File: src/rtl/exc_int_sequencer.sv
// Exception/interrupt entry sequencer: accepts an event, flushes the pipe, pushes PC
// and flags to the stack path, then vectors to the cause-indexed handler.
module exc_int_sequencer #(
    parameter logic [31:0] VEC_BASE = 32'h0000_0100
) (
    input  logic        clk,
    input  logic        reset,
    input  logic [3:0]  exc_req,
    input  logic [31:0] exc_pc,
    input  logic [2:0]  int_req,
    input  logic [31:0] cur_pc,
    input  logic [3:0]  cur_flags,
    input  logic        rti,
    input  logic        push_ready,
    output logic        flush,
    output logic        stall,
    output logic        push_valid,
    output logic [31:0] push_data,
    output logic        pc_load,
    output logic [31:0] pc_vector,
    output logic        in_service,
    output logic [2:0]  cause
);

    typedef enum logic [2:0] {
        IDLE,
        FLUSH,
        PUSH_PC,
        PUSH_FLG,
        VECTOR,
        SERVICE
    } state_t;

    state_t      state;
    state_t      state_next;
    logic [2:0]  int_pend;
    logic [2:0]  pend_clr;
    logic [31:0] saved_pc;
    logic [3:0]  saved_flg;
    logic [2:0]  cause_q;

    logic        exc_hit;
    logic [1:0]  exc_idx;
    logic [1:0]  int_idx;
    logic        accept_exc;
    logic        accept_int;
    logic [2:0]  accept_cause;

    // Event selection: exceptions beat interrupts, lowest index wins within each group.
    always_comb begin
        exc_hit = |exc_req;
        exc_idx = 2'd0;
        if (exc_req[0])      exc_idx = 2'd0;
        else if (exc_req[1]) exc_idx = 2'd1;
        else if (exc_req[2]) exc_idx = 2'd2;
        else if (exc_req[3]) exc_idx = 2'd3;

        int_idx = 2'd0;
        if (int_pend[0])      int_idx = 2'd0;
        else if (int_pend[1]) int_idx = 2'd1;
        else if (int_pend[2]) int_idx = 2'd2;

        accept_exc   = exc_hit && ((state == IDLE) || (state == SERVICE));
        accept_int   = (state == IDLE) && !exc_hit && (|int_pend);
        accept_cause = accept_exc ? {1'b0, exc_idx} : {1'b1, int_idx};
        pend_clr     = accept_int ? (3'b001 << int_idx) : 3'b000;
    end

    // Next-state logic; an exception in SERVICE takes precedence over a same-cycle rti.
    always_comb begin
        state_next = state;
        case (state)
            IDLE:     if (accept_exc || accept_int) state_next = FLUSH;
            FLUSH:    state_next = PUSH_PC;
            PUSH_PC:  if (push_ready) state_next = PUSH_FLG;
            PUSH_FLG: if (push_ready) state_next = VECTOR;
            VECTOR:   state_next = SERVICE;
            SERVICE: begin
                if (accept_exc)  state_next = FLUSH;
                else if (rti)    state_next = IDLE;
            end
            default:  state_next = IDLE;
        endcase
    end

    // Reset overrides everything, including pulses arriving on the same edge.
    always_ff @(posedge clk) begin
        if (reset) begin
            state     <= IDLE;
            int_pend  <= 3'b000;
            saved_pc  <= 32'h0;
            saved_flg <= 4'h0;
            cause_q   <= 3'd0;
        end else begin
            state    <= state_next;
            int_pend <= (int_pend & ~pend_clr) | int_req;
            if (accept_exc || accept_int) begin
                saved_pc  <= accept_exc ? exc_pc : cur_pc;
                saved_flg <= cur_flags;
                cause_q   <= accept_cause;
            end
        end
    end

    // Outputs decode only the registered state and registered context.
    always_comb begin
        flush      = (state == FLUSH);
        stall      = (state == FLUSH) || (state == PUSH_PC) ||
                     (state == PUSH_FLG) || (state == VECTOR);
        push_valid = (state == PUSH_PC) || (state == PUSH_FLG);
        push_data  = 32'h0;
        if (state == PUSH_PC)       push_data = saved_pc;
        else if (state == PUSH_FLG) push_data = {28'b0, saved_flg};
        pc_load    = (state == VECTOR);
        pc_vector  = VEC_BASE + {27'b0, cause_q, 2'b00};
        in_service = (state == SERVICE);
        cause      = cause_q;
    end

endmodule

File: config.mk
export PLATFORM = sky130hd
export DESIGN_NAME = exc_int_sequencer
export DESIGN_NICKNAME = d
export VERILOG_FILES = /design/src/rtl/exc_int_sequencer.sv
export SDC_FILE = /design/constraint.sdc
export NUM_CORES = 1
export LEC_CHECK = 0
export CORE_ASPECT_RATIO = 0.9
export CORE_MARGIN = 3
export CORE_UTILIZATION = 39
export CTS_CLUSTER_SIZE = 12
export DETAILED_ROUTE_END_ITERATION = 8
export PLACE_DENSITY = 0.81
export SLEW_MARGIN = 5
export SYNTH_ARGS = -nofsm -noshare
export SYNTH_HDL_FRONTEND = slang
export SYNTH_SLANG_ARGS = --single-unit
File: constraint.sdc
create_clock -name clk -period 2.6 [get_ports clk]
set_input_delay 0.52 -clock clk [delete_from_list [all_inputs] [get_ports clk]]
set_output_delay 0.52 -clock clk [all_outputs]
set_load 0.005 [all_outputs]
==> flow_metrics.tcl <==
set metrics [dict create \
    synth_common_cells "dfxtp_1, a21oi_1, mux2i_1" \
    antenna_found_initial 0 \
    num_io_pins 151 \
    io_buffers 121 \
    grt_usage_pct 17.76 \
    dr.first_iter.drc_count 100 \
    cts_buffer_depth 2 \
    yosysSeqAreaShare_pct 33.30 \
    fin_tns_setup_ns 0 \
    vias 2571 \
    synth_compound_area_share_pct 21.55 \
    whs_ns 0.4983 \
    n_antenna_cell 0 \
    slew_headroom_pct 41.70 \
    cp-start-kind "register" \
    overflow 0 \
    final_design_area_no_fill_sq_mm 0.003980 \
    synth_top_family_by_area "compound AO/OA/AOI/OAI gates" \
    synth_edf_count 0 \
    setup_ws_ns 0.08537 \
    cts_sinks 45 \
    num_rows 28 \
    max_freq_mhz 397.7 \
    ys_warn_count 0 \
    synthSimpleGateAreaFrac_pct 14.99 \
    post_cts_buffers 0 \
    hpwl_um 5642 \
    hold_class "reg -> reg" \
    cp-end-kind "output port" \
    cts_root_buffer "clkbuf_8" \
    synth-adder-area-share_pct 0 \
    synth_async_sr_flop_share_pct 0 \
    routed.top_layer "met4" \
    tightest_slew_ns 0.8744 \
    cp_max_fo 26 \
    hold_viol 0 \
    grt_max_degree 47 \
    skew_ns 0.005057 \
    coreArea_sq_mm 0.006656 \
    cts_tree "done" \
    routed_wl_um 7417 \
    critPathKind "reg -> out" \
    p_leak_nw 1.602 \
    status "finished, final reports clean" \
    final-setup-viol-count 0 \
    ir_drop_mv 0.3724 \
    antenna_left 0 \
    reg2regPathDepth 7 \
    finalMaxSlewViolations 0 \
    die_area_sq_mm 0.007973 \
    ys_seq_elements 45 \
    cp.arrival_ns 1.99 \
    synth_ff_type "dfxtp_1" \
    ys_types 37 \
    total_power_mw 3.607 \
    cellPowerDensity_mw_per_mm2 906.3 \
    drt-pass1-iter-count 4 \
    clkSlewWorstSetupHoldPaths_ns 0.08 \
    synth_cells 310 \
    initial_utilization_pct 40.64 \
    final_nets 503 \
    via_per_inst 4.992 \
    syn_area_sq_mm 0.002705 \
    yosys.area.top_type "dfxtp_1" \
    syn2layout_area_growth_pct 47.13 \
    grt_pass1_wl_um 11500 \
    whs_path_depth 2 \
    synthMuxAreaShare_pct 13.69 \
    required_ns 2.08 \
    yosysTopAreaCellShare_pct 33.30 \
    h-tree-depth 2 \
    fin_crit_ns 2.515 \
    post-route-period-util_pct 96.72 \
    drive_gt1_share_pct 8.471 \
    pre_cts_slack_ns 0.08348 \
    synthTopCellsByArea "dfxtp_1, mux2i_1, buf_4, a211oi_1, a21oi_1" \
    numCtsBuffers 5 \
    synthXorXnorAreaFrac_pct 0.6475 \
    die_y_um 85.01 \
    grt_pass1_vias 2392 \
    worstSkewPairLatency_ns 0.29 \
    gp_congestion 0.8050 \
    yosysMostFrequentCell "dfxtp_1" \
    avgSynthCellArea_sq_um 8.726 \
    wl_met3_um 571 \
    met1_length_um 3100 \
    max_cap_violations 0 \
    wire_per_inst_um 14.40 \
    die_w_um 93.79 \
    dpl-instance-area_sq_mm 0.003872 \
    route.detailed.drc 0 \
    wl_met2_um 3654 \
]
[flip-flops by register name (all words and copies together), names as in the netlist]
| signal | count |
|---|---|
| state | 3 |
| cause | 3 |
| saved_flg | 4 |
| int_pend | 3 |
| saved_pc | 32 |
[worst max-delay path, stage by stage (launching register included)]
cell             delay [ns]
dfxtp_1                0.41
nand2b_1               0.22
nor2_2                 0.18
buf_6                  0.22
and2_1                 0.14
clkdlybuf4s50_1        0.53
[final cells by class]
type                    count  area [sq um]
clock buffers               7         96.34
flip-flops and latches     45         900.9
fillers                   581          2676
repair buffers            137          1355
clock inverters             1         5.005
well taps                  90         112.6
inverters                   6         22.52
multi-input cells         229          1488
[stage by stage]
stage | util [%] | std cells
after detailed placement | 58.18 | 507
after global placement | 58.18 | 507
final | 59.79 | 515
after CTS | 59.70 | 515
after global routing | 59.79 | 515
after floorplan | - | 337
[layout by cell type (no fill, tap or decap), drive strengths merged, types with 2 or more instances in the layout]
cell,instances
clkdlybuf4s50,120
conb,29
a21oi,44
nand2,4
a32oi,2
or3,2
nor2,16
dfxtp,45
nand2b,3
and2,28
o21ai,8
xor2,2
a211oi,32
inv,6
nor3,6
nor3b,2
clkbuf,7
nand3,5
mux2i,37
buf,17
[cells by family (layout without fill, tap and decap cells)]
group / Yosys count / in the layout
multiplexers: 37 / 37
buffers and inverters: 63 / 151
AO/OA/AOI/OAI: 91 / 91
flip-flops: 45 / 45
AND/OR/NAND/NOR: 70 / 70
other: 2 / 29
XOR/XNOR: 2 / 2
[where the power goes]
part           leakage (nW)  switching, mW  internal [mW]
clock network        0.0542          0.230          0.240
registers             0.374          0.150          0.967
logic                  1.17          0.988           1.03
[final timing paths]
kind | startpoint | end | slack, ns
max | state[2]$_SDFFE_PP0P_ | push_data[12] | 0.09
min | cause[0]$_SDFFE_PP0P_ | cause[0]$_SDFFE_PP0P_ | 0.50
max reg2reg | state[0]$_SDFFE_PP0P_ | saved_pc[24]$_SDFFE_PP0P_ | 0.51
min reg2reg | cause[0]$_SDFFE_PP0P_ | cause[0]$_SDFFE_PP0P_ | 0.50
[per-layer routing]
metal / GRT usage [%] / up-vias
li1: - / 1264
met2: 29.14 / 99
met4: 5.249 / 0
met5: 0 / -
met3: 3.635 / 7
met1: 23.55 / 1201
[what timing repair did]
| action | in CTS | in global routing |
|---|---|---|
| hold buffers | 0 | 0 |
| setup endpoints to repair | 0 | 26 |
| resized for setup | 0 | 2 |
No activity file was read; power rests on OpenSTA's default activity.
